<file path="config.mk">
export PLATFORM = sky130hd
export DESIGN_NAME = f3m_trit_deser
export DESIGN_NICKNAME = d
export VERILOG_FILES = /design/src/rtl/f3m_trit_deser_pkg.sv /design/src/rtl/f3m_trit_deser_f3_sub.sv /design/src/rtl/f3m_trit_deser.sv
export SDC_FILE = /design/constraint.sdc
export NUM_CORES = 1
export LEC_CHECK = 0
export CAP_MARGIN = 15
export CORE_MARGIN = 5
export CORE_UTILIZATION = 30
export CTS_CLUSTER_SIZE = 40
export DETAILED_ROUTE_END_ITERATION = 12
export HOLD_SLACK_MARGIN = 0.1
export SYNTH_ARGS = -nofsm -noshare
export SYNTH_HDL_FRONTEND = slang
export SYNTH_SLANG_ARGS = --single-unit
</file>
<file path="constraint.sdc">
create_clock -name clk -period 7.5 [get_ports clk]
set_input_delay 0.75 -clock clk [delete_from_list [all_inputs] [get_ports clk]]
set_output_delay 0.75 -clock clk [all_outputs]
set_load 0.01 [all_outputs]
</file>
<file path="src/rtl/f3m_trit_deser_pkg.sv">
// Shared GF(3) constants: trit codes, element/counter widths and the deserializer state encoding.
package f3m_trit_deser_pkg;

   localparam int unsigned TRIT_W = 2;

   localparam logic [1:0] TRIT_ZERO = 2'b00;
   localparam logic [1:0] TRIT_ONE  = 2'b01;
   localparam logic [1:0] TRIT_TWO  = 2'b10;
   localparam logic [1:0] TRIT_BAD  = 2'b11;

   typedef enum logic {
      ST_COLLECT = 1'b0,
      ST_FULL    = 1'b1
   } state_e;

   function automatic int unsigned elem_w(input int unsigned m);
      return TRIT_W * m;
   endfunction

   function automatic int unsigned cnt_w(input int unsigned m);
      return (m > 1) ? $clog2(m) : 1;
   endfunction

endpackage

</file>
<file path="src/rtl/f3m_trit_deser_f3_sub.sv">
// GF(3) subtraction of two valid trit codes: d = a - b mod 3.
module f3m_trit_deser_f3_sub
   import f3m_trit_deser_pkg::*;
(
   input  logic [1:0] a,
   input  logic [1:0] b,
   output logic [1:0] d
);

   logic [2:0] s;

   // Bias by 3 so the difference never goes negative, then fold back into 0..2.
   always_comb begin
      s = 3'(3'd3 + {1'b0, a} - {1'b0, b});
      d = (s >= 3'd3) ? 2'(s - 3'd3) : s[1:0];
   end

endmodule

</file>
<file path="src/rtl/f3m_trit_deser.sv">
// Trit-serial to GF(3^M) element deserializer with negate-on-load and sticky invalid-code flag.
module f3m_trit_deser
   import f3m_trit_deser_pkg::*;
#(
   parameter int unsigned M = 97
) (
   input  logic                   clk,
   input  logic                   reset,
   input  logic                   clear,
   input  logic                   neg_in,
   input  logic                   in_valid,
   input  logic [1:0]             in_trit,
   output logic                   in_ready,
   output logic                   out_valid,
   input  logic                   out_ready,
   output logic [elem_w(M)-1:0]   out_data,
   output logic                   out_err
);

   localparam int unsigned EW = elem_w(M);
   localparam int unsigned CW = cnt_w(M);

   state_e          state_q;
   logic [CW-1:0]   cnt_q;
   logic            neg_q;

   logic            accept;
   logic            bad;
   logic            first;
   logic            last;
   logic            neg_now;
   logic [1:0]      clean;
   logic [1:0]      neg_trit;
   logic [1:0]      stored;
   logic [EW-1:0]   data_nxt;

   f3m_trit_deser_f3_sub u_neg (
      .a (TRIT_ZERO),
      .b (clean),
      .d (neg_trit)
   );

   // Sanitize, optionally negate and place the incoming trit into the element.
   always_comb begin
      accept   = in_valid & in_ready;
      bad      = (in_trit == TRIT_BAD);
      clean    = bad ? TRIT_ZERO : in_trit;
      first    = (cnt_q == '0);
      last     = (cnt_q == CW'(M - 1));
      neg_now  = first ? neg_in : neg_q;
      stored   = neg_now ? neg_trit : clean;
      data_nxt = first ? '0 : out_data;
      for (int unsigned i = 0; i < M; i++) begin
         if (cnt_q == CW'(i)) data_nxt[2*i +: 2] = stored;
      end
   end

   always_ff @(posedge clk or posedge reset) begin
      if (reset) begin
         state_q   <= ST_COLLECT;
         cnt_q     <= '0;
         neg_q     <= 1'b0;
         out_err   <= 1'b0;
         out_data  <= '0;
         in_ready  <= 1'b1;
         out_valid <= 1'b0;
      end else if (clear) begin
         state_q   <= ST_COLLECT;
         cnt_q     <= '0;
         out_err   <= 1'b0;
         out_data  <= '0;
         in_ready  <= 1'b1;
         out_valid <= 1'b0;
      end else begin
         case (state_q)
            ST_COLLECT: begin
               if (accept) begin
                  out_data <= data_nxt;
                  if (first) begin
                     neg_q   <= neg_in;
                     out_err <= bad;
                  end else begin
                     out_err <= out_err | bad;
                  end
                  if (last) begin
                     cnt_q     <= '0;
                     state_q   <= ST_FULL;
                     in_ready  <= 1'b0;
                     out_valid <= 1'b1;
                  end else begin
                     cnt_q <= cnt_q + CW'(1);
                  end
               end
            end
            ST_FULL: begin
               // Release only; the freed slot takes its first trit next cycle.
               if (out_ready) begin
                  state_q   <= ST_COLLECT;
                  in_ready  <= 1'b1;
                  out_valid <= 1'b0;
               end
            end
            default: begin
               state_q   <= ST_COLLECT;
               in_ready  <= 1'b1;
               out_valid <= 1'b0;
            end
         endcase
      end
   end

endmodule

</file>
# Yosys cells after proc, flatten, opt, wreduce, memory -nomap -nowiden

Index checks and enable logic that the tools add are counted.

$add $sub $neg: 3
$lt $le $gt $ge: 1
Eq/ne operators: 101
Muxes and demuxes: 128
Bitwise logic cells: 4
Reductions and logical operators: 199

Operators with widths:

| cell                | number |
|---|---|
| $mux 194            | 4 |
| $reduce_and 3->1    | 99 |
| $reduce_bool 3->1   | 96 |
| $eq 7x7->1 const B  | 33 |
| $eq 7x6->1 const B  | 32 |
| $mux 2              | 100 |
| $eq 7x5->1 const B  | 16 |
| $eq 7x4->1 const B  | 8 |
| $eq 7x3->1 const B  | 4 |
| $mux 7              | 4 |
| $mux 1              | 17 |
| $eq 7x2->1 const B  | 2 |
| $ne 3x3->1 const B  | 3 |
| $add 7x1->7 const B | 1 |
| $eq 7x1->1 const B  | 1 |
| $logic_not 7->1     | 1 |
| $pmux 1 s2          | 3 |
| $reduce_bool 2->1   | 2 |
| $ge 3x2->1 const B  | 1 |
| $sub 2x2->3 const A | 1 |
| $eq 2x2->1 const B  | 1 |
| $ne 2x2->1 const B  | 1 |
| $not 1->1           | 2 |
| $reduce_and 2->1    | 1 |
| other kinds (3)     | 3 |

Register bits: 206
Input bits: 8
Output and inout port bits: 197
Word-level logic and storage cells: 539

# Longest topological paths before layout

Depth in word-level cells: 10
Depth in mapped cells: 9
Mapped depth without buffers: 6

# Hierarchy

A second synthesis with hierarchy kept.

Cells, all modules: 901
Area total of the unflattened synthesis: 9347.7 sq um

Modules (own cells, without submodules):

| module                | instances | cells an instance | area an instance (sq um) | sequential area each (sq um) |
|---|---|---|---|---|
| f3m_trit_deser        | 1         | 891               | 9261.4                   | 5156.2 |
| f3m_trit_deser_f3_sub | 1         | 10                | 86.3                     | 0.0 |

# Least setup slack after synthesis

Ideal clock, no wire load.

Path type: input-to-reg
Start: in clear
End: reg out_data[166]
Library setup time: 0.122 ns
Arrival time: 2.140 ns
Data required time: 7.378 ns
Slack: 5.239 ns
Cell stages on the path: 7
Buffers on the path: 3
Cells stage by stage: buf_2 > inv_1 > buf_1 > a21boi_1 > clkbuf_1 > a21oi_1 > a32o_1

Longest elaborated chain between the ends: 2
Elaborated cells on any way between the ends: 5
Those cells by class: eq/ne (1); mux (1); reduce/logical (3)

RTL lines:

| what                                                      | line                 | text |
|---|---|---|
| start, declared                                           | f3m_trit_deser.sv:9  | `input logic clear,` |
| $ne 2x2->1 (no source line), or another cell as far along | --                   |  |
| $reduce_and 3->1 (no source line)                         | --                   |  |
| end signal, assigned                                      | f3m_trit_deser.sv:78 | `out_data <= data_nxt;` |
| end, declared                                             | f3m_trit_deser.sv:16 | `output logic [elem_w(M)-1:0] out_data,` |

Parallel ways exist; a longest one is shown, timed or not.
A chain may end at the register's enable or synchronous reset.

# Final worst setup path

Start: in in_trit[0]
End: reg out_data[88]

Longest elaborated chain between the ends: 10
Elaborated cells on any way between the ends: 11
Those cells by class: add/sub (2); order compare (1); eq/ne (1); mux (7)

RTL lines:

| what                                             | line                        | text |
|---|---|---|
| start, declared                                  | f3m_trit_deser.sv:12        | `input logic [1:0] in_trit,` |
| $eq 2x2->1                                       | f3m_trit_deser.sv:46        | `bad = (in_trit == TRIT_BAD);` |
| $mux 2 (*)                                       | f3m_trit_deser.sv:47        | `clean = bad ? TRIT_ZERO : in_trit;` |
| $sub 2x2->3                                      | f3m_trit_deser_f3_sub.sv:14 | `s = 3'(3'd3 + {1'b0, a} - {1'b0, b});` |
| $ge 3x2->1 / $sub 2x2->2 (equally long branches) | f3m_trit_deser_f3_sub.sv:15 | `d = (s >= 3'd3) ? 2'(s - 3'd3) : s[1:0];` |
| $mux 2                                           | f3m_trit_deser_f3_sub.sv:15 |  |
| $mux 2 (*)                                       | f3m_trit_deser.sv:51        | `stored = neg_now ? neg_trit : clean;` |
| $mux 2 (*)                                       | f3m_trit_deser.sv:54        | `if (cnt_q == CW'(i)) data_nxt[2*i +: 2] = stored;` |
| $mux 194 (*)                                     | f3m_trit_deser.sv:77        | `if (accept) begin` |
| $mux 194 (*)                                     | f3m_trit_deser.sv:75        | `case (state_q)` |
| $mux 194 (*)                                     | f3m_trit_deser.sv:67        | `end else if (clear) begin` |

Every way passes the cells marked *; elsewhere a longest branch is shown, timed or not. The select of a mux whose other input is x is not followed.

==> impl_metrics.py <==
metrics = {
    "synthesis": {
        "syn_inst": 744,
        "ys_warn_count": 0,
        "synth_edf_count": 0,
        "synthesis.nets": 756,
        "ys_types": 48,
        "netlist_top_cells_count": "dfrtp_1 (205), a32o_1 (162), a21oi_1 (84), clkbuf_1 (58), o21ai_0 (27)",
        "syn_area_per_cell_um2": 12.0,
        "synth.area.top_cells": "dfrtp_1 (57%), a32o_1 (18%), a21oi_1 (4.7%)",
        "ys_async_sr_fraction_pct": 100,
        "yosysMostFrequentCell": "dfrtp_1",
        "synth_flop_cell": "dfrtp_1",
        "yosys.area.top_type": "dfrtp_1",
        "synth_top_area_share_pct": 57.4,
        "ys_ff_latch": 206,
        "post_synth_instance_area_mm2": 0.00893,
        "ys_seq_area_share_pct": 57.7,
    },
    "worst_setup_path": {
        "endpoint_kind": "register",
        "cp_max_fo": 81,
        "worst_path_max_delay_cell": "o21a_4",
        "max_stage_delay_ns": 0.90,
        "path_class": "input pin to register",
        "timing.rr.start": "cnt_q[0]$_DFFE_PP0P_",
        "cp-start-kind": "input pin",
        "arrival_ns": 3.52,
        "cpLargestDelayFamily": "compound AO/OA/AOI/OAI gates",
        "worst-path-buf-inv": 1,
        "startpoint": "in_trit[0]",
        "cp_cell_sequence": "clkdlybuf4s50_1 > or3b_2 > a211oi_1 > o21a_4 > a32o_1",
        "cp.required_ns": 7.94,
    },
    "cts": {
        "ctsRootBufferMaster": "clkbuf_16",
        "clock-sinks": 206,
        "cts_made_buffers": 24,
        "clk_latency_ns": 0.51,
        "cts_hold_buf": 0,
        "cts_htree_levels": 1,
        "ctsResizeCount": 0,
        "cts_tree": "done",
        "postCtsSetupBuffers": 0,
        "cts.clk_slew.worst_paths_ns": 0.06,
        "clockBufferDepth": 3,
    },
    "final_layout": {
        "n_antenna_cell": 0,
        "nNetsFinal": 902,
        "fillCellCount": 2812,
        "syn_to_final_growth_pct": 34.6,
        "utilization_pct": 40.7,
        "drive_gt1_share_pct": 9.37,
    },
    "place": {
        "hpwlAfterDp_mm": 17.4,
        "io_buffers": 204,
        "gp_congestion": 0.750,
    },
    "global_routing": {
        "grt_pass1_wl_mm": 42.8,
        "antenna_found_initial": 0,
        "grt_max_degree": 150,
        "grt_pass1_vias": 7138,
        "track_usage_pct": 16.0,
        "grt_overflow": 0,
    },
    "routing": {
        "antenna_left": 0,
        "viasPerCell": 5.54,
        "routed_wirelength_mm": 27.6,
        "vias": 7182,
        "drt_first_pass_iters": 4,
        "first_iter_violations": 466,
        "drc": 0,
        "wl_per_cell_um": 21.3,
    },
    "status": {
        "status": "finished, final reports clean",
    },
    "hold_path": {
        "hold_path_class": "register to register",
        "worstHoldStart": "out_data[184]$_DFFE_PP0P_",
    },
    "job": {
        "maxCapViolations": 0,
    },
    "timing": {
        "max_slew_margin_pct": 25.6,
        "max_freq_mhz": 324,
        "rsz0062_at_grt": "no",
        "finalCritPeriodShare_pct": 41.1,
        "hold_violations": 0,
        "finClkSkew_ns": 0.0121,
        "drv_slew": 0,
        "fin_crit_ns": 3.09,
        "setup_viol": 0,
        "worst_pin_slew_ns": 1.12,
        "tns_ns": 0,
    },
    "floorplan": {
        "io_pins": 205,
        "die_area_mm2": 0.0333,
        "core_mm2": 0.0296,
        "rows": 63,
        "initial_core_util_pct": 30.2,
        "die_w_um": 183,
        "fp.dieH_um": 183,
    },
    "power_and_ir_drop": {
        "p_leak_nw": 4.94,
        "powerDensity_mw_per_mm2": 210,
        "peakVddDrop_mv": 0.159,
        "p_total_mw": 2.52,
    },
}
==> per-stage QoR <==
| step | setup WS [ns] | cell area [µm²] | hold slack, ns | cells |
|---|---|---|---|---|
| after global routing | 4.23 | 12000 | 0.499 | 1297 |
| after global placement | 3.97 | 11200 | 0.472 | 1253 |
| after detailed placement | 3.90 | 11200 | 0.480 | 1253 |
| after floorplan | 1.13 | 8930 | 0.515 | 744 |
| after CTS | 4.43 | 12000 | 0.493 | 1296 |
| final | 4.41 | 12000 | 0.488 | 1297 |
==> layout make-up <==
| class | count | area [µm²] | area share (%) |
|---|---|---|---|
| Clock inverter | 11 | 139 | 1.15 |
| Sequential cell | 206 | 5160 | 42.9 |
| Multi-Input combinational cell | 433 | 3350 | 27.8 |
| Inverter | 7 | 33.8 | 0.281 |
| Timing Repair Buffer | 218 | 2150 | 17.9 |
| Clock buffer | 32 | 712 | 5.92 |
| Tap cell | 390 | 488 | 4.06 |
==> worst reg2reg max path, cell delays in order (launching register included) <==
cell and delay [ns]:
dfrtp_1 0.42, inv_1 0.12, ha_1 0.22, or3b_1 0.53
a211oi_1 0.44, o21a_4 0.17, buf_4 0.77, a32o_1 0.34
==> per-layer routing <==
metal	track usage (%)	vias to the layer above	share of wire, %
met5	0	-	0
met4	4.74	0	3.1
met3	4.19	44	7.1
met2	24.8	214	45
met1	22.0	3697	45
li1	-	3227	-
==> flip-flops by register name, summed over array words and instances (netlist names) <==
register,count
neg_q,1
cnt_q,7
out_valid,1
in_ready,1
out_data,194
state_q,1
out_err,1
==> path summary, 6_finish.rpt <==
kind                                        endpoint  slack (ns)  depth (start not counted)
hold / removal             out_data[184]$_DFFE_PP0P_        0.49                          1
min in group asynchronous  out_data[125]$_DFFE_PP0P_        0.86                          2
max in group asynchronous   out_data[12]$_DFFE_PP0P_        5.21                          3
setup reg to reg           out_data[101]$_DFFE_PP0P_        4.42                          7
hold reg to reg            out_data[184]$_DFFE_PP0P_        0.49                          1
setup / recovery            out_data[88]$_DFFE_PP0P_        4.41                          5
==> placed cells by master, fill, tap and decap left out, drive strengths merged, types with 5 or more instances in the layout <==
master / Yosys / routed
a21oi: 94 / 94
a32o: 162 / 162
and2: 7 / 7
and3: 5 / 5
and3b: 8 / 8
buf: 40 / 14
clkbuf: 58 / 32
clkdlybuf4s50: 0 / 204
clkinv: 0 / 6
dfrtp: 205 / 205
inv: 7 / 7
mux2i: 7 / 7
nand2: 20 / 20
nand3: 26 / 26
nand3b: 6 / 6
nor2: 15 / 15
o211ai: 9 / 9
o21ai: 27 / 27
or3b: 5 / 5
==> power by group <==
group / total (mW) / switching [mW] / internal, mW
combinational: 0.164 / 0.126 / 0.0381
clock: 1.24 / 0.469 / 0.768
sequential: 1.12 / 0.00377 / 1.12
total: 2.52 / 0.599 / 1.92
==> cells by family (layout without fill, tap and decap cells) <==
| family | Yosys count | in the layout | synth area share [%] |
|---|---|---|---|
| mux | 8 | 8 | 0.910 |
| simple gates | 104 | 104 | 6.50 |
| buf+inv | 105 | 268 | 5.80 |
| compound gates | 316 | 316 | 28.4 |
| xor+xnor | 1 | 1 | 0.0980 |
| flops | 206 | 206 | 57.7 |
| fa+ha+maj | 4 | 4 | 0.560 |
Note: power is estimated with default switching activity, not from simulation.
